[src/rtl/deser_pkg.sv]
// Shared definitions for the serial link: frame limits and receiver state encoding.
package deser_pkg;

    // Longest frame in bits; also the parallel word width on both link ends.
    localparam int DATA_W  = 16;
    // Width of the length code; a code of 0 stands for a full DATA_W-bit frame.
    localparam int MOD_W   = 4;
    // Frames shorter than this are treated as line noise and reported as errors.
    localparam int MIN_LEN = 3;

    // IDLE: nothing held. RECV: a partial frame of 1..DATA_W-1 bits is held.
    typedef enum logic {
        IDLE = 1'b0,
        RECV = 1'b1
    } state_t;

endpackage : deser_pkg

[src/rtl/deserializator.sv]
// Serial-to-parallel receiver. Collects an MSB-first bit run qualified by
// ser_data_val_i into a left-aligned word plus a length code. A frame closes
// either when the valid strobe drops or when DATA_W bits have been collected.
// Frames shorter than MIN_LEN are dropped and flagged on err_o.
//
// Handshake: there is no backpressure. ser_data_val_i high on a rising edge
// means ser_data_i is taken on that edge. data_val_o and err_o are one-cycle
// pulses; data_o/data_mod_o are only meaningful in the data_val_o cycle but
// hold their value until the next successful frame.
module deserializator #(
    parameter int DATA_W  = deser_pkg::DATA_W,
    parameter int MOD_W   = deser_pkg::MOD_W,
    parameter int MIN_LEN = deser_pkg::MIN_LEN
) (
    input  logic              clk_i,
    input  logic              arst_ni,
    input  logic              ser_data_i,
    input  logic              ser_data_val_i,
    output logic [DATA_W-1:0] data_o,
    output logic [MOD_W-1:0]  data_mod_o,
    output logic              data_val_o,
    output logic              err_o,
    output logic              busy_o,
    output deser_pkg::state_t state_o
);

    import deser_pkg::*;

    // Single-bit mask at the MSB; shifted right by the bit count to find the
    // slot of the next incoming bit.
    localparam logic [DATA_W-1:0] MSB_ONE  = DATA_W'(1) << (DATA_W - 1);
    localparam logic [MOD_W:0]    FULL_CNT = (MOD_W + 1)'(DATA_W);
    localparam logic [MOD_W:0]    MIN_CNT  = (MOD_W + 1)'(MIN_LEN);

    state_t            state_q, state_d;
    logic [MOD_W:0]    cnt_q, cnt_d;
    logic [DATA_W-1:0] sh_q, sh_d;

    logic [DATA_W-1:0] data_d;
    logic [MOD_W-1:0]  mod_d;
    logic              val_d;
    logic              err_d;

    // Frame-close request for this edge: length and word including the bit
    // sampled on the same edge.
    logic              close;
    logic [MOD_W:0]    close_cnt;
    logic [DATA_W-1:0] close_word;

    // Next-state, shift-register and frame-close decisions.
    always_comb begin
        state_d    = state_q;
        cnt_d      = cnt_q;
        sh_d       = sh_q;
        close      = 1'b0;
        close_cnt  = cnt_q;
        close_word = sh_q;

        unique case (state_q)
            IDLE: begin
                if (ser_data_val_i) begin
                    // New frame: drop everything left over from the previous one.
                    sh_d  = ser_data_i ? MSB_ONE : '0;
                    cnt_d = (MOD_W + 1)'(1);
                    if (cnt_d == FULL_CNT) begin
                        // Degenerate 1-bit word: the frame is already full.
                        close      = 1'b1;
                        close_cnt  = cnt_d;
                        close_word = sh_d;
                        cnt_d      = '0;
                    end else begin
                        state_d = RECV;
                    end
                end
            end
            RECV: begin
                if (ser_data_val_i) begin
                    sh_d  = ser_data_i ? (sh_q | (MSB_ONE >> cnt_q)) : sh_q;
                    cnt_d = cnt_q + 1'b1;
                    if (cnt_d == FULL_CNT) begin
                        // Full frame closes on the edge that takes its last bit,
                        // so a following frame can start on the very next edge.
                        close      = 1'b1;
                        close_cnt  = cnt_d;
                        close_word = sh_d;
                        cnt_d      = '0;
                        state_d    = IDLE;
                    end
                end else begin
                    close      = 1'b1;
                    close_cnt  = cnt_q;
                    close_word = sh_q;
                    cnt_d      = '0;
                    state_d    = IDLE;
                end
            end
            default: begin
                state_d = IDLE;
                cnt_d   = '0;
            end
        endcase

        // Publish on a legal close; a short frame only raises err and leaves
        // the last good word in place.
        data_d = data_o;
        mod_d  = data_mod_o;
        val_d  = 1'b0;
        err_d  = 1'b0;
        if (close) begin
            if (close_cnt >= MIN_CNT) begin
                data_d = close_word;
                mod_d  = close_cnt[MOD_W-1:0];
                val_d  = 1'b1;
            end else begin
                err_d = 1'b1;
            end
        end
    end

    // FSM, counter and shift register.
    always_ff @(posedge clk_i or negedge arst_ni) begin
        if (!arst_ni) begin
            state_q <= IDLE;
            cnt_q   <= '0;
            sh_q    <= '0;
        end else begin
            state_q <= state_d;
            cnt_q   <= cnt_d;
            sh_q    <= sh_d;
        end
    end

    // Registered outputs.
    always_ff @(posedge clk_i or negedge arst_ni) begin
        if (!arst_ni) begin
            data_o     <= '0;
            data_mod_o <= '0;
            data_val_o <= 1'b0;
            err_o      <= 1'b0;
        end else begin
            data_o     <= data_d;
            data_mod_o <= mod_d;
            data_val_o <= val_d;
            err_o      <= err_d;
        end
    end

    assign busy_o  = (state_q == RECV);
    assign state_o = state_q;

endmodule : deserializator

[config.mk]
export PLATFORM = sky130hd
export DESIGN_NAME = deserializator
export DESIGN_NICKNAME = d
export VERILOG_FILES = /design/src/rtl/deser_pkg.sv /design/src/rtl/deserializator.sv
export SDC_FILE = /design/constraint.sdc
export NUM_CORES = 1
export LEC_CHECK = 0
export ABC_AREA = 1
export BUFFER_PORTS_ARGS = -buffer_cell sky130_fd_sc_hd__buf_2
export CORE_MARGIN = 2
export CORE_UTILIZATION = 40
export CTS_CLUSTER_DIAMETER = 60
export DETAILED_ROUTE_END_ITERATION = 12
export PLACE_DENSITY = 0.62
export SETUP_SLACK_MARGIN = 0.02
export SYNTH_ARGS = -nofsm -noshare
export SYNTH_HDL_FRONTEND = slang
export SYNTH_SLANG_ARGS = --single-unit
[constraint.sdc]
create_clock -name clk_i -period 2.7 [get_ports clk_i]
set_input_delay 0 -clock clk_i [delete_from_list [all_inputs] [get_ports clk_i]]
set_output_delay 0 -clock clk_i [all_outputs]
set_load 0.01 [all_outputs]
==> flow_metrics.env <==
export IMPL_ctsHoldBuffers=2
export IMPL_crit_arrival_ps=2570
export IMPL_crit_top_cell="nand2_1"
export IMPL_vdd_drop_max_mv=0.2184
export IMPL_synth_compound_area_share_pct=9.994
export IMPL_grt_overflow=0
export IMPL_synth_most_common_cell="dfrtp_1"
export IMPL_grt_max_degree=45
export IMPL_p_int_mw=1.138
export IMPL_p_switching_mw=0.5565
export IMPL_yosys_area_top_type="dfrtp_1"
export IMPL_synthSimpleGateAreaFrac_pct=26.75
export IMPL_pwr_share_comb_pct=25.3
export IMPL_synth_seq_cells=44
export IMPL_io_pins=28
export IMPL_syn_avg_cell_area_um2=9.251
export IMPL_netlist_top_cells_count="dfrtp_1, nand2_1, nand3_1"
export IMPL_crit_type="flop to flop"
export IMPL_crit_fanout=22
export IMPL_final_min_clock_period_ps=2332
export IMPL_clock_skew_ps=6.934
export IMPL_synthAdderAreaFrac_pct=3.591
export IMPL_ctsResizeCount=0
export IMPL_syn_nets=236
export IMPL_tns_ps=0
export IMPL_htreeDepth=2
export IMPL_drt_iter0_drc=122
export IMPL_core_area_um2=5075
export IMPL_wirelength_um=4295
export IMPL_synthMuxAreaShare_pct=0
export IMPL_firstDrtPassIters=4
export IMPL_cts_made_buffers=5
export IMPL_drc=0
export IMPL_syn_area_um2=2091
export IMPL_clkSlewWorstSetupHoldPaths_ps=80
export IMPL_utilization_pct=46.79
export IMPL_ant_nets=0
export IMPL_clockRootBuffer="clkbuf_8"
export IMPL_synth_edf_count=0
export IMPL_grtUsageTotal_pct=17.00
export IMPL_p_sw_share_pct=32.84
export IMPL_cp_start_kind="flop"
export IMPL_place_inst=317
export IMPL_fmax_mhz=428.9
export IMPL_status="completed"
export IMPL_die_area_um2=5821
export IMPL_cts_tree="built"
export IMPL_viasPerCell=4.893
export IMPL_synthDistinctLibCells=24
export IMPL_cp_num_buf_inv=0
export IMPL_antenna_found_initial=0
export IMPL_num_antenna_cells=0
export IMPL_total_leakage_power_nw=1.210
export IMPL_clock_latency_ps=300
export IMPL_pwr_share_seq_pct=49.5
export IMPL_hold_class="input pin to flop"
export IMPL_crit_required_ps=2940
export IMPL_hold_ws_ps=68.02
export IMPL_hpwl_um=3051
export IMPL_tightest_slew_ps=949.9
export IMPL_seq_area_frac_synth_pct=52.66
export IMPL_critPathTopFamily="simple AND/OR/NAND/NOR gates"
export IMPL_ys_top_cells_by_area="dfrtp_1, nand3_1, o21ai_0"
export IMPL_start_util_pct=41.20
export IMPL_total_power_mw=1.695
export IMPL_fin_nets=266
export IMPL_num_rows=26
export IMPL_synthCells=226
export IMPL_setup_violations_final=0
export IMPL_synth_top_flop_cell="dfrtp_1"
export IMPL_synth_top_area_share_pct=52.66
export IMPL_clockBufferDepth=2
export IMPL_yosysWarnings=0
export IMPL_vias=1600
export IMPL_grt_pass1_vias=1517
export IMPL_max_stage_delay_ps=460
export IMPL_synth_xor_area_share_pct=0
export IMPL_grt_pass1_wl_um=7734
export IMPL_cap_viol_max_count=0
export IMPL_synth_top_family_by_area="simple AND/OR/NAND/NOR gates"
export IMPL_clkPwrFrac_pct=25.2
export IMPL_fin_crit_sh_pct=86.36
export IMPL_layout_drive_gt1_share_pct=26.07
export IMPL_hold_viol=0
export IMPL_slew_headroom_pct=36.67
export IMPL_syn2layout_area_growth_pct=13.58
export IMPL_stdcell_count=327
export IMPL_crit_chain="ha_1 -> ha_1 -> nand2_1 -> nor2_4 -> nand2_1 -> nand2_1 -> nand2_1 -> nand2_2 -> nand2_4 -> nand2_4 -> nand2_1 -> nand2_1"
export IMPL_gp_congestion=0.9282
export IMPL_rsz0062_at_grt="no"
export IMPL_port_buffers=27
export IMPL_crit_path_end_kind="flop"
export IMPL_dieHeight_um=76.30
export IMPL_crit_slowest_cell="dfrtp_1"
export IMPL_wl_per_cell_um=13.13
export IMPL_drv_slew=0
export IMPL_post_cts_buffers=0
export IMPL_cts_sinks=44
export IMPL_power_density_nw_per_um2=713.6
export IMPL_ys_async_sr_fraction_pct=100.0
export IMPL_die_x_um=76.30
-- through the flow --
step / cell area, um^2 / setup WS, ps
floorplan: 2091 / 712.5
global placement: 2261 / 399.9
detailed placement: 2261 / 369.7
CTS: 2375 / 346.7
global route: 2375 / 123.4
finish: 2375 / 368.3
-- worst reg2reg max path, stage by stage (launching register included) --
cell and delay, ps:
dfrtp_1 460, ha_1 290, ha_1 310, nand2_1 80
nor2_4 170, nand2_1 110, nand2_1 70, nand2_1 70
nand2_2 90, nand2_4 150, nand2_4 320, nand2_1 90
nand2_1 60
-- layout make-up --
cell class	instances	area (um^2)
fill	506	2700
sequential	44	1101
multi-input combinational	155	843.3
timing repair buffer	33	185.2
tap	70	87.58
clock buffer	7	86.33
inverter	17	63.81
clock inverter	1	7.507
-- routing by layer --
metal | track usage, % | part of all wire [%] | routed length, um | vias to the layer above
met5 | 0 | 0 | 0 | -
li1 | - | - | - | 810
met1 | 23.77 | 48 | 2055 | 745
met4 | 7.091 | 2.0 | 85 | 0
met2 | 26.02 | 47 | 2010 | 39
met3 | 3.199 | 3.4 | 144 | 6
-- state kept, by name, indices dropped and copies added, names as in the netlist --
signal and count:
busy_o 1, cnt_q 5, data_mod_o 4, data_o 16
data_val_o 1, err_o 1, sh_q 16
-- path summary, 6_finish.rpt --
path	depth (start not counted)	slack, ps	from	end
min in group asynchronous	2	380	arst_ni	cnt_q[3]$_DFFE_PN0P_
max reg2reg	12	370	cnt_q[0]$_DFFE_PN0P_	data_mod_o[0]$_DFFE_PN0P_
max in group asynchronous	2	1720	arst_ni	sh_q[12]$_DFFE_PN0P_
min	3	70	ser_data_val_i	sh_q[15]$_DFFE_PN0P_
max	12	370	cnt_q[0]$_DFFE_PN0P_	data_mod_o[0]$_DFFE_PN0P_
min reg2reg	2	470	data_mod_o[0]$_DFFE_PN0P_	data_mod_o[0]$_DFFE_PN0P_
-- cells in the final DEF, fill, tap and decap left out, types with 4 or more instances in the layout --
cell / netlist / routed
dfrtp_1: 44 / 44
ha_1: 6 / 6
buf_4: 5 / 4
inv_1: 15 / 15
o21ai_0: 33 / 33
buf_2: 0 / 27
nand2_2: 22 / 22
clkbuf_8: 0 / 6
nand2_1: 37 / 37
nor2_1: 8 / 8
nand3_1: 35 / 35
-- logic make-up after synthesis --
family,after synthesis
flip-flops,44
AND/OR/NAND/NOR,111
AO/OA/AOI/OAI,38
buffers and inverters,27
adder cells (fa/ha/maj),6
-- power groups by stage --
stage               clock [mW]  sequential, mW  combinational, mW
floorplan                    0           0.897              0.236
global placement             0           0.853              0.430
detailed placement           0           0.853              0.432
CTS                      0.444           0.841              0.436
global route             0.484           0.857              0.489
finish                   0.427           0.838              0.429
Power figures use the tool's default switching activity.
